$ cat config.mk
export PLATFORM = sky130hd
export DESIGN_NAME = i2cmb_txn_sequencer
export DESIGN_NICKNAME = d
export VERILOG_FILES = /design/src/rtl/i2cmb_txn_sequencer.sv
export SDC_FILE = /design/constraint.sdc
export NUM_CORES = 1
export LEC_CHECK = 0
export ABC_AREA = 0
export CAP_MARGIN = 20
export CORE_MARGIN = 1
export CORE_UTILIZATION = 45
export CTS_CLUSTER_SIZE = 24
export DETAILED_ROUTE_END_ITERATION = 12
export PLACE_DENSITY = 0.71
export SYNTH_ARGS = -nofsm -noshare
export SYNTH_HDL_FRONTEND = slang
export SYNTH_SLANG_ARGS = --single-unit
$ cat constraint.sdc
create_clock -name clk_i -period 2.3 [get_ports clk_i]
set_input_delay 0.23 -clock clk_i [delete_from_list [all_inputs] [get_ports clk_i]]
set_output_delay 0.23 -clock clk_i [all_outputs]
set_load 0.01 [all_outputs]
$ cat src/rtl/i2cmb_txn_sequencer.sv
// ---------------------------------------------------------------------------
// i2cmb_txn_sequencer
//
// Front end for the iicmb_m_wb I2C multi-bus controller. Picks one of
// NUM_REQ requesters round-robin and turns its one-byte I2C write into the
// Wishbone register accesses the controller expects:
//   SET_BUS(bus) -> START -> addr+W -> data -> STOP
// Each command is one CMDR write followed by a wait on irq_i and a CMDR read.
// The read returns DON/NAK/AL/ERR in bits 7..4 and clears the interrupt.
//
// Ports
//   clk_i, rst_n_i       clock, asynchronous active-low reset
//   req_i                per-requester request (held until its gnt_o bit)
//   addr_i/data_i/bus_i  packed per-requester slave address / byte / bus
//   gnt_o                one-hot grant, held for the whole transaction
//   done_o, status_o     one-cycle completion pulse and its status
//                        (00 OK, 01 NAK, 10 AL/ERR, 11 timeout)
//   busy_o               grant through the done_o cycle
//   cyc_o/stb_o/we_o/adr_o/dat_o, dat_i, ack_i   Wishbone master
//   irq_i                controller interrupt
//   dbg_state_o          current sequencer state
//   dbg_cmdr_o           last CMDR value read back from the controller
//
// Handshakes
//   Request side: a requester raises req_i[i] with its operands valid and
//   keeps them until it sees gnt_o[i]; operands are latched on the grant
//   edge, so anything after that is ignored. done_o[i] is the completion
//   pulse and needs no acknowledge.
//   Wishbone side: cyc/stb act as valid and ack_i as ready. adr/we/dat stay
//   stable from the cycle cyc/stb rise until ack_i is sampled high; cyc/stb
//   drop on that edge and stay low for at least one cycle. ack_i has no
//   timeout, so a slave that never acknowledges stalls the sequencer.
// ---------------------------------------------------------------------------
module i2cmb_txn_sequencer #(
  parameter int NUM_REQ        = 4,
  parameter int BUS_W          = 4,
  parameter int TIMEOUT_CYCLES = 65535
) (
  input  logic                     clk_i,
  input  logic                     rst_n_i,
  input  logic [NUM_REQ-1:0]       req_i,
  input  logic [NUM_REQ*7-1:0]     addr_i,
  input  logic [NUM_REQ*8-1:0]     data_i,
  input  logic [NUM_REQ*BUS_W-1:0] bus_i,
  output logic [NUM_REQ-1:0]       gnt_o,
  output logic [NUM_REQ-1:0]       done_o,
  output logic [1:0]               status_o,
  output logic                     busy_o,
  output logic                     cyc_o,
  output logic                     stb_o,
  output logic                     we_o,
  output logic [1:0]               adr_o,
  output logic [7:0]               dat_o,
  input  logic [7:0]               dat_i,
  input  logic                     ack_i,
  input  logic                     irq_i,
  output logic [3:0]               dbg_state_o,
  output logic [7:0]               dbg_cmdr_o
);

  localparam int IW = (NUM_REQ > 1) ? $clog2(NUM_REQ) : 1;
  localparam int TW = $clog2(TIMEOUT_CYCLES + 1);

  localparam logic [1:0] ADR_CSR  = 2'd0;
  localparam logic [1:0] ADR_DPR  = 2'd1;
  localparam logic [1:0] ADR_CMDR = 2'd2;
  localparam logic [7:0] CSR_ON   = 8'hC0;  // core enable + irq enable
  localparam logic [7:0] CSR_OFF  = 8'h00;

  typedef enum logic [3:0] {
    S_INIT, S_IDLE, S_DPR_WR, S_CMD_WR, S_WAIT_IRQ,
    S_CMD_RD, S_EVAL, S_RST0, S_RST1, S_DONE
  } state_t;

  typedef enum logic [2:0] {
    ST_SETBUS, ST_START, ST_ADDR, ST_DATA, ST_STOP
  } step_t;

  state_t             r_state;
  step_t              r_step;
  logic [IW-1:0]      r_ptr;
  logic [TW-1:0]      r_tmo;
  logic [6:0]         r_addr;
  logic [7:0]         r_data;
  logic [BUS_W-1:0]   r_bus;
  logic [1:0]         r_status;   // running status (NAK seen)
  logic [7:0]         r_rd;
  logic [NUM_REQ-1:0] r_gnt;
  logic [NUM_REQ-1:0] r_done;
  logic [1:0]         r_stat_o;
  logic               r_busy;
  logic               r_cyc;
  logic               r_we;
  logic [1:0]         r_adr;
  logic [7:0]         r_dat;

  logic               w_found;
  logic [IW-1:0]      w_win;
  logic [7:0]         w_dpr;
  logic [7:0]         w_cmd;
  logic               w_don;
  logic               w_nak;
  logic               w_al_err;

  // Round-robin: first requester at or after the pointer, wrapping.
  always_comb begin
    w_found = 1'b0;
    w_win   = '0;
    for (int i = 0; i < NUM_REQ; i++) begin
      if (!w_found && req_i[(int'(r_ptr) + i) % NUM_REQ]) begin
        w_found = 1'b1;
        w_win   = IW'((int'(r_ptr) + i) % NUM_REQ);
      end
    end
  end

  // DPR operand and CMDR opcode for the current command step.
  always_comb begin
    w_dpr = 8'h00;
    w_cmd = 8'h05;
    case (r_step)
      ST_SETBUS: begin w_dpr = 8'(r_bus);      w_cmd = 8'h06; end
      ST_START:  begin                          w_cmd = 8'h04; end
      ST_ADDR:   begin w_dpr = {r_addr, 1'b0}; w_cmd = 8'h01; end
      ST_DATA:   begin w_dpr = r_data;         w_cmd = 8'h01; end
      default:   begin                          w_cmd = 8'h05; end
    endcase
  end

  assign w_don    = r_rd[7];
  assign w_nak    = r_rd[6];
  assign w_al_err = r_rd[5] | r_rd[4];

  always_ff @(posedge clk_i or negedge rst_n_i) begin
    if (!rst_n_i) begin
      r_state  <= S_INIT;
      r_step   <= ST_SETBUS;
      r_ptr    <= '0;
      r_tmo    <= '0;
      r_addr   <= '0;
      r_data   <= '0;
      r_bus    <= '0;
      r_status <= '0;
      r_rd     <= '0;
      r_gnt    <= '0;
      r_done   <= '0;
      r_stat_o <= '0;
      r_busy   <= 1'b0;
      r_cyc    <= 1'b0;
      r_we     <= 1'b0;
      r_adr    <= '0;
      r_dat    <= '0;
    end else begin
      // Every access state follows the same pattern: raise cyc/stb on the
      // first cycle (cyc is always low on entry, giving the idle gap), then
      // wait for ack_i and move on.
      case (r_state)
        S_INIT: begin
          if (!r_cyc) begin
            r_cyc <= 1'b1; r_we <= 1'b1; r_adr <= ADR_CSR; r_dat <= CSR_ON;
          end else if (ack_i) begin
            r_cyc <= 1'b0; r_state <= S_IDLE;
          end
        end
        S_IDLE: begin
          if (w_found) begin
            r_gnt    <= NUM_REQ'(1) << w_win;
            r_busy   <= 1'b1;
            r_ptr    <= (int'(w_win) == NUM_REQ - 1) ? '0 : w_win + 1'b1;
            r_addr   <= addr_i[int'(w_win)*7 +: 7];
            r_data   <= data_i[int'(w_win)*8 +: 8];
            r_bus    <= bus_i[int'(w_win)*BUS_W +: BUS_W];
            r_status <= 2'b00;
            r_step   <= ST_SETBUS;
            r_state  <= S_DPR_WR;
          end
        end
        S_DPR_WR: begin
          if (!r_cyc) begin
            r_cyc <= 1'b1; r_we <= 1'b1; r_adr <= ADR_DPR; r_dat <= w_dpr;
          end else if (ack_i) begin
            r_cyc <= 1'b0; r_state <= S_CMD_WR;
          end
        end
        S_CMD_WR: begin
          if (!r_cyc) begin
            r_cyc <= 1'b1; r_we <= 1'b1; r_adr <= ADR_CMDR; r_dat <= w_cmd;
          end else if (ack_i) begin
            r_cyc <= 1'b0; r_tmo <= '0; r_state <= S_WAIT_IRQ;
          end
        end
        S_WAIT_IRQ: begin
          if (irq_i) begin
            r_state <= S_CMD_RD;
          end else if (r_tmo == TW'(TIMEOUT_CYCLES - 1)) begin
            r_state <= S_RST0;
          end else begin
            r_tmo <= r_tmo + 1'b1;
          end
        end
        S_CMD_RD: begin
          if (!r_cyc) begin
            r_cyc <= 1'b1; r_we <= 1'b0; r_adr <= ADR_CMDR;
          end else if (ack_i) begin
            r_cyc <= 1'b0; r_rd <= dat_i; r_state <= S_EVAL;
          end
        end
        S_EVAL: begin
          // A response with no status bit at all is treated as an error
          // rather than silently as success.
          if (w_al_err || !(w_don || w_nak)) begin
            r_stat_o <= 2'b10; r_done <= r_gnt; r_gnt <= '0; r_state <= S_DONE;
          end else begin
            case (r_step)
              ST_SETBUS: begin r_step <= ST_START; r_state <= S_CMD_WR; end
              ST_START:  begin r_step <= ST_ADDR;  r_state <= S_DPR_WR; end
              ST_ADDR, ST_DATA: begin
                if (w_nak) begin
                  r_status <= 2'b01; r_step <= ST_STOP; r_state <= S_CMD_WR;
                end else if (r_step == ST_ADDR) begin
                  r_step <= ST_DATA; r_state <= S_DPR_WR;
                end else begin
                  r_step <= ST_STOP; r_state <= S_CMD_WR;
                end
              end
              default: begin
                r_stat_o <= r_status; r_done <= r_gnt; r_gnt <= '0;
                r_state  <= S_DONE;
              end
            endcase
          end
        end
        // Timeout: pulse the core enable off and on to reset the controller.
        S_RST0: begin
          if (!r_cyc) begin
            r_cyc <= 1'b1; r_we <= 1'b1; r_adr <= ADR_CSR; r_dat <= CSR_OFF;
          end else if (ack_i) begin
            r_cyc <= 1'b0; r_state <= S_RST1;
          end
        end
        S_RST1: begin
          if (!r_cyc) begin
            r_cyc <= 1'b1; r_we <= 1'b1; r_adr <= ADR_CSR; r_dat <= CSR_ON;
          end else if (ack_i) begin
            r_cyc    <= 1'b0;
            r_stat_o <= 2'b11; r_done <= r_gnt; r_gnt <= '0; r_state <= S_DONE;
          end
        end
        S_DONE: begin
          r_done   <= '0;
          r_stat_o <= 2'b00;
          r_busy   <= 1'b0;
          r_state  <= S_IDLE;
        end
        default: r_state <= S_INIT;
      endcase
    end
  end

  assign gnt_o       = r_gnt;
  assign done_o      = r_done;
  assign status_o    = r_stat_o;
  assign busy_o      = r_busy;
  assign cyc_o       = r_cyc;
  assign stb_o       = r_cyc;
  assign we_o        = r_we;
  assign adr_o       = r_adr;
  assign dat_o       = r_dat;
  assign dbg_state_o = r_state;
  assign dbg_cmdr_o  = r_rd;

endmodule

==> results of run 1 <==
-- logic make-up (layout without fill, tap and decap cells) --
logic type               after synthesis  count (layout)  share of synthesized area [%]
flip-flops                            76              76                           40.5
adder cells (fa/ha/maj)                6               6                           1.60
AO/OA/AOI/OAI                        179             179                           26.0
multiplexers                          36              36                           7.94
buffers and inverters                 63             200                           5.57
AND/OR/NAND/NOR                      160             160                           18.5
-- cells in the mapped netlist, types with 3 or more instances --
master | count | area, sq um
sky130_fd_sc_hd__mux2_2 | 10 | 113
sky130_fd_sc_hd__o21ai_0 | 26 | 130
sky130_fd_sc_hd__inv_1 | 20 | 75.1
sky130_fd_sc_hd__a2111oi_0 | 3 | 26.3
sky130_fd_sc_hd__nor2_1 | 21 | 78.8
sky130_fd_sc_hd__o211ai_1 | 19 | 143
sky130_fd_sc_hd__or3_1 | 4 | 25.0
sky130_fd_sc_hd__a22oi_1 | 3 | 22.5
sky130_fd_sc_hd__clkbuf_1 | 31 | 116
sky130_fd_sc_hd__nor3_1 | 5 | 25.0
sky130_fd_sc_hd__and2_1 | 6 | 37.5
sky130_fd_sc_hd__dfrtp_1 | 76 | 1900
sky130_fd_sc_hd__o31ai_1 | 29 | 218
sky130_fd_sc_hd__nand4_1 | 24 | 150
sky130_fd_sc_hd__o21ai_1 | 5 | 25.0
sky130_fd_sc_hd__o22ai_1 | 5 | 31.3
sky130_fd_sc_hd__nand3_1 | 20 | 100
sky130_fd_sc_hd__buf_4 | 3 | 22.5
sky130_fd_sc_hd__buf_1 | 3 | 11.3
sky130_fd_sc_hd__buf_2 | 5 | 25.0
sky130_fd_sc_hd__nor2b_1 | 6 | 37.5
sky130_fd_sc_hd__mux2i_1 | 26 | 260
sky130_fd_sc_hd__a21oi_1 | 36 | 180
sky130_fd_sc_hd__nand2_1 | 42 | 158
sky130_fd_sc_hd__o21a_1 | 5 | 37.5
sky130_fd_sc_hd__a31oi_1 | 5 | 31.3
sky130_fd_sc_hd__or4_1 | 8 | 60.1
sky130_fd_sc_hd__ha_1 | 6 | 75.1
sky130_fd_sc_hd__a22o_1 | 6 | 52.6
sky130_fd_sc_hd__a211o_1 | 20 | 175
sky130_fd_sc_hd__or2_2 | 3 | 18.8
sky130_fd_sc_hd__nand2b_1 | 6 | 37.5
-- routing by layer --
| metal | vias to the layer above | track usage, % |
|---|---|---|
| met5 | - | 0 |
| met4 | 0 | 10.0 |
| met3 | 19 | 3.45 |
| met2 | 138 | 44.3 |
| met1 | 2200 | 31.7 |
| li1 | 2232 | - |
-- final timing paths --
kind	startpoint	end	slack, ns
max reg2reg	dbg_state_o[2]$_DFFE_PN0P_	r_tmo[9]$_DFFE_PN0P_	0.19
min reg2reg	r_addr[3]$_DFFE_PN0P_	r_addr[3]$_DFFE_PN0P_	0.50
max in group asynchronous	rst_n_i	r_data[3]$_DFFE_PN0P_	1.28
min	rst_n_i	r_tmo[6]$_DFFE_PN0P_	0.33
min in group clk_i	dat_i[7]	dbg_cmdr_o[7]$_DFFE_PN0P_	0.47
max	dbg_state_o[2]$_DFFE_PN0P_	r_tmo[9]$_DFFE_PN0P_	0.19
-- critical path: stages, from the launching register on --
cell	delay, ns
sky130_fd_sc_hd__dfrtp_1	0.48
sky130_fd_sc_hd__and4bb_2	0.43
sky130_fd_sc_hd__a21oi_2	0.09
sky130_fd_sc_hd__a211o_2	0.39
sky130_fd_sc_hd__or4_1	0.50
sky130_fd_sc_hd__a21oi_1	0.15
-- registers in the layout (all words and copies together) (netlist names), 7 cells and up --
name,count
r_addr,7
r_data,8
dat_o,8
dbg_cmdr_o,8
r_tmo,16
-- per-stage QoR --
stage / instance area (sq um) / hold slack, ns
final: 6450 / 0.332
after CTS: 6450 / 0.325
after global routing: 6450 / 0.378
after detailed placement: 6250 / 0.189
after global placement: 6250 / 0.188
after floorplan: 4700 / -0.0656
-- power by group --
part / leakage (nW) / total [mW] / switching (mW) / internal [mW]
Combinational: 1.54 / 3.62 / 1.88 / 1.75
Clock: 0.0917 / 0.994 / 0.515 / 0.479
Sequential: 0.975 / 2.16 / 0.370 / 1.79
Total: 2.61 / 6.78 / 2.76 / 4.02
-- cell type report --
type	count	share of cell area, %
inverter	20	1.16
clock buffer	13	2.62
clock inverter	3	0.310
multi-input combinational	381	39.5
tap	133	2.58
sequential	76	29.5
timing repair buffer	164	24.4
-- repair_timing --
| action | CTS | global route |
|---|---|---|
| endpoints found under the hold margin | 28 | 0 |
| setup endpoints to repair | 0 | 1 |
| hold buffers | 1 | 0 |
| resized for setup | 0 | 1 |
==> run metrics, run 1 <==
placeable core region=0.00995 sq mm; worst setup skew after layout=0.0101 ns; crit end category=flip-flop; count of filler cells inserted in the layout=846; number of distinct library cell variants in the gate-level netlist after synthesis=57; number of instances in the synthesized netlist=520; number of setup buffers added after CTS=0; fin crit share=91.8%; Wirelength per Cell=16.9 um; Yosys warning count=0; I/O Buffers=127; Pwr per Cell Area=1050 mW/mm^2; multi-input logic area=0.00255 sq mm; setup repair after global routing missed its margin=no; Min Clock Period, post-route=2.11 ns; maximum buffer depth of the clock tree=2; number of buffers added by the clock tree synthesis step=9; latest clock arrival within the worst-skew pair=0.36 ns; die boundary height=104 um; Avg Synthesized Cell Area=9.04 sq um; vias in the first global route=4,667; Global Route Usage Sum=25.4%; highest metal layer with signal wires=met4; Syn Std Cell Area=0.00470 sq mm; total placed cells including tap cells=773; root buf cell=sky130_fd_sc_hd__clkbuf_8; worst setup path class=flip-flop to flip-flop; number of nets still failing antenna checks after routing=0; final hold violations=0; headroom to the max-slew limit=59.2%; share of layout cells above drive strength 1=11.1%; worst path required time=2.59 ns; outcome=complete, no violations; final worst slack=0.190 ns; Max Freq=0.474 GHz; logic depth of the worst register-to-register path=5; vias per cell=5.81; Hold WC Path Type=primary input to asynchronous set/reset pin; Sequential cell area=0.00190 sq mm; total wirelength of the detailed-routed design=13.3 mm; Total Die Area=0.0109 sq mm; final weighted congestion in routability-driven placement=0.881; horizontal die dimension=104 um; commonest cells after routing, fill and taps aside=sky130_fd_sc_hd__clkdlybuf4s50_1, sky130_fd_sc_hd__dfrtp_1, sky130_fd_sc_hd__nand2_1, sky130_fd_sc_hd__a21oi_1, sky130_fd_sc_hd__buf_4; clock tree from TritonCTS=yes; total via count in the routed design=4,589; Final Util=64.8%; number of pins with negative max-slew slack in the final report=0; DRC violation count after routing=0; # H-tree levels=3; routed length on met3=556 um; detailed placement HPWL=9.95 mm; number of enable-type register cells in the synthesized netlist=0; register clock-pin slew on the reported worst setup and hold paths=0.08 ns; final setup violation count=0; area grow syn2layout=37.4%; CP Launch Type=flip-flop; Boundary Pins=128; net count of the mapped netlist=618; pin count of the biggest net entering global routing=33; initial core utilization=47.2%; met1 layer wirelength in the final routing=5.74 mm; number of core rows=36; CP Max Fanout=15; setup_tns=0 ns; routed wire length on met2=6.82 mm; transition at the pin with the smallest max-transition slack=0.612 ns; minimum setup slack after placement=0.0849 ns; static leakage=2.61 nW; number of clock sinks seen by CTS=76; GRT overflow=0; most common cell after layout, fill and taps aside=sky130_fd_sc_hd__clkdlybuf4s50_1; fin cells=790; Post-synth top flop=sky130_fd_sc_hd__dfrtp_1; flip-flop and latch count after synthesis=76; layout net count=750; WP data arrival=2.40 ns; fraction of registers with async set or reset after synthesis=100%; Starting DRT DRC Count=255; overall power after layout=6.78 mW; number of iterations in the first detailed-routing pass=6; max cap viols=0; total inserted antenna cells=0; share of synthesized area occupied by flip-flops and latches=40.5%; worst vdd rail ir drop=566 uV; wire length of the first global-routing pass=22.2 mm; initial antenna violation count=0
Note: power is estimated with default switching activity, not from simulation.
==> inputs of run 2 (changes only) <==
--- a/config.mk
+++ b/config.mk
@@ -9,6 +9,7 @@
 export CAP_MARGIN = 20
 export CORE_MARGIN = 1
 export CORE_UTILIZATION = 45
+export CTS_BUF_LIST = sky130_fd_sc_hd__clkbuf_4 sky130_fd_sc_hd__clkbuf_8
 export CTS_CLUSTER_SIZE = 24
 export DETAILED_ROUTE_END_ITERATION = 12
 export PLACE_DENSITY = 0.71
==> run 2 against run 1 <==
Non-clock buffer count unchanged. Power increased by 0.15%. First-iteration DRC count down 3.5%. Highest routed layer unchanged.
==> run metrics, run 2 (synthesis gave the netlist of run 1 again) <==
CP Max Fanout=15; clock tree from TritonCTS=yes; wire length of the first global-routing pass=22.2 mm; slowest CP cell=sky130_fd_sc_hd__or4_1; DRC violation count after routing=0; number of iterations in the first detailed-routing pass=4; Boundary Pins=128; final setup violation count=0; worst setup path class=flip-flop to flip-flop; vias per cell=5.79; worst setup skew after layout=0.0103 ns; worst vdd rail ir drop=566 uV; Total Die Area=0.0109 sq mm; number of pins with negative max-slew slack in the final report=0; number of core rows=36; static leakage=2.61 nW; latest clock arrival within the worst-skew pair=0.36 ns; global routing usage on met2=44.3%; I/O Buffers=127; total wirelength of the detailed-routed design=13.3 mm; Pwr per Cell Area=1050 mW/mm^2; initial antenna violation count=0; initial core utilization=47.2%; cell-by-cell trace of the critical path=and4bb_2, a21oi_2, a211o_2, or4_1, a21oi_1; transition at the pin with the smallest max-transition slack=0.615 ns; share of layout cells above drive strength 1=11.3%; flip-flop count of the largest register, all copies and words added=16; most common cell after layout, fill and taps aside=sky130_fd_sc_hd__clkdlybuf4s50_1; launching point of the worst reg2reg path=dbg_state_o[2]$_DFFE_PN0P_; number of clock sinks seen by CTS=76; commonest cells after routing, fill and taps aside=sky130_fd_sc_hd__clkdlybuf4s50_1, sky130_fd_sc_hd__dfrtp_1, sky130_fd_sc_hd__nand2_1, sky130_fd_sc_hd__a21oi_1, sky130_fd_sc_hd__buf_4; register clock-pin slew on the reported worst setup and hold paths=0.08 ns; register with the highest flop count=r_tmo; total via count in the routed design=4,574; Hold WC Path Type=primary input to asynchronous set/reset pin; # H-tree levels=3; WP data arrival=2.40 ns; largest stage delay on the critical path=0.50 ns; busiest metal layer after global routing=met2; layout net count=750; final weighted congestion in routability-driven placement=0.881; Worst setup startpoint=dbg_state_o[2]$_DFFE_PN0P_; setup repair after global routing missed its margin=no; vias in the first global route=4,667; number of nets still failing antenna checks after routing=0; fin crit share=91.8%; detailed placement HPWL=9.95 mm; number of setup buffers added after CTS=0; overall power after layout=6.79 mW; placeable core region=0.00995 sq mm; headroom to the max-slew limit=59.0%; setup_tns=0 ns; Wirelength per Cell=16.9 um; worst path required time=2.59 ns; CP Launch Type=flip-flop; die boundary height=104 um; area grow syn2layout=37.4%; GRT overflow=0; crit end category=flip-flop; Top delay family on crit path=simple AND/OR/NAND/NOR gates; pin count of the biggest net entering global routing=33; maximum buffer depth of the clock tree=2; Global Route met3 Usage=3.45%; Max Freq=0.474 GHz; buffers and inverters on the worst path=0; outcome=complete, no violations; Starting DRT DRC Count=246; Global Route Usage Sum=25.4%; root buf cell=sky130_fd_sc_hd__clkbuf_8; number of buffers added by the clock tree synthesis step=9; total inserted antenna cells=0; logic depth of the worst register-to-register path=5; register-to-register path setup slack=0.19 ns; final hold violations=0; terminus of the critical flop-to-flop path=r_tmo[9]$_DFFE_PN0P_; max cap viols=0; Global Route met1 Usage=31.7%; horizontal die dimension=104 um; Min Clock Period, post-route=2.11 ns
## run 2: cell count changes in the layout (fill, tap and decap cells not counted)
cell / change
sky130_fd_sc_hd__clkbuf_1: -1
sky130_fd_sc_hd__clkbuf_4: +1
## run 2: area by class of cell
class                           count  area (sq um)
Fill cell                         844          3500
Multi-Input combinational cell    381          2550
Sequential cell                    76          1900
Timing Repair Buffer              164          1570
Clock buffer                       13           173
Tap cell                          133           166
Inverter                           20          75.1
Clock inverter                      3          20.0
## run 2: worst max-delay path by stage
stage,cells after the start,to,slack (ns)
6_report,5,r_tmo[9]$_DFFE_PN0P_,0.19
5_1_grt,6,r_addr[0]$_DFFE_PN0P_,0.03
4_1_cts,6,r_tmo[4]$_DFFE_PN0P_,0.12
3_5_place_dp,7,r_tmo[4]$_DFFE_PN0P_,0.08
3_3_place_gp,6,r_tmo[11]$_DFFE_PN0P_,0.15
2_1_floorplan,7,r_tmo[11]$_DFFE_PN0P_,0.24
## run 2: stage by stage
step | hold WS, ns | worst slack (ns) | util, % | cells | area [sq um]
after floorplan | -0.0656 | 0.239 | - | 520 | 4700
after global placement | 0.188 | 0.151 | 62.8 | 773 | 6250
after detailed placement | 0.189 | 0.0849 | 62.8 | 773 | 6250
after CTS | 0.325 | 0.117 | 64.9 | 790 | 6460
after global routing | 0.378 | 0.0331 | 64.9 | 790 | 6460
final | 0.332 | 0.190 | 64.9 | 790 | 6460
## run 2: metal layers
| layer | up-vias | part of all wire (%) | routed length [um] |
|---|---|---|---|
| met5 | - | 0 | 0 |
| li1 | 2232 | - | - |
| met3 | 19 | 4.4 | 583 |
| met4 | 0 | 1.7 | 227 |
| met1 | 2184 | 43 | 5720 |
| met2 | 139 | 51 | 6790 |
## run 2: report_power, final
group	leakage, nW	internal (mW)	total, mW	switching [mW]
Combinational	1.54	1.75	3.62	1.87
Sequential	0.975	1.79	2.17	0.372
Clock	0.0951	0.491	1.01	0.514
## run 2: what timing repair did
| action | in CTS | in global routing |
|---|---|---|
| gates resized for setup | 0 | 1 |
| endpoints found under the hold margin | 28 | 0 |
| endpoints found under the setup margin | 0 | 1 |
| hold buffers | 1 | 0 |
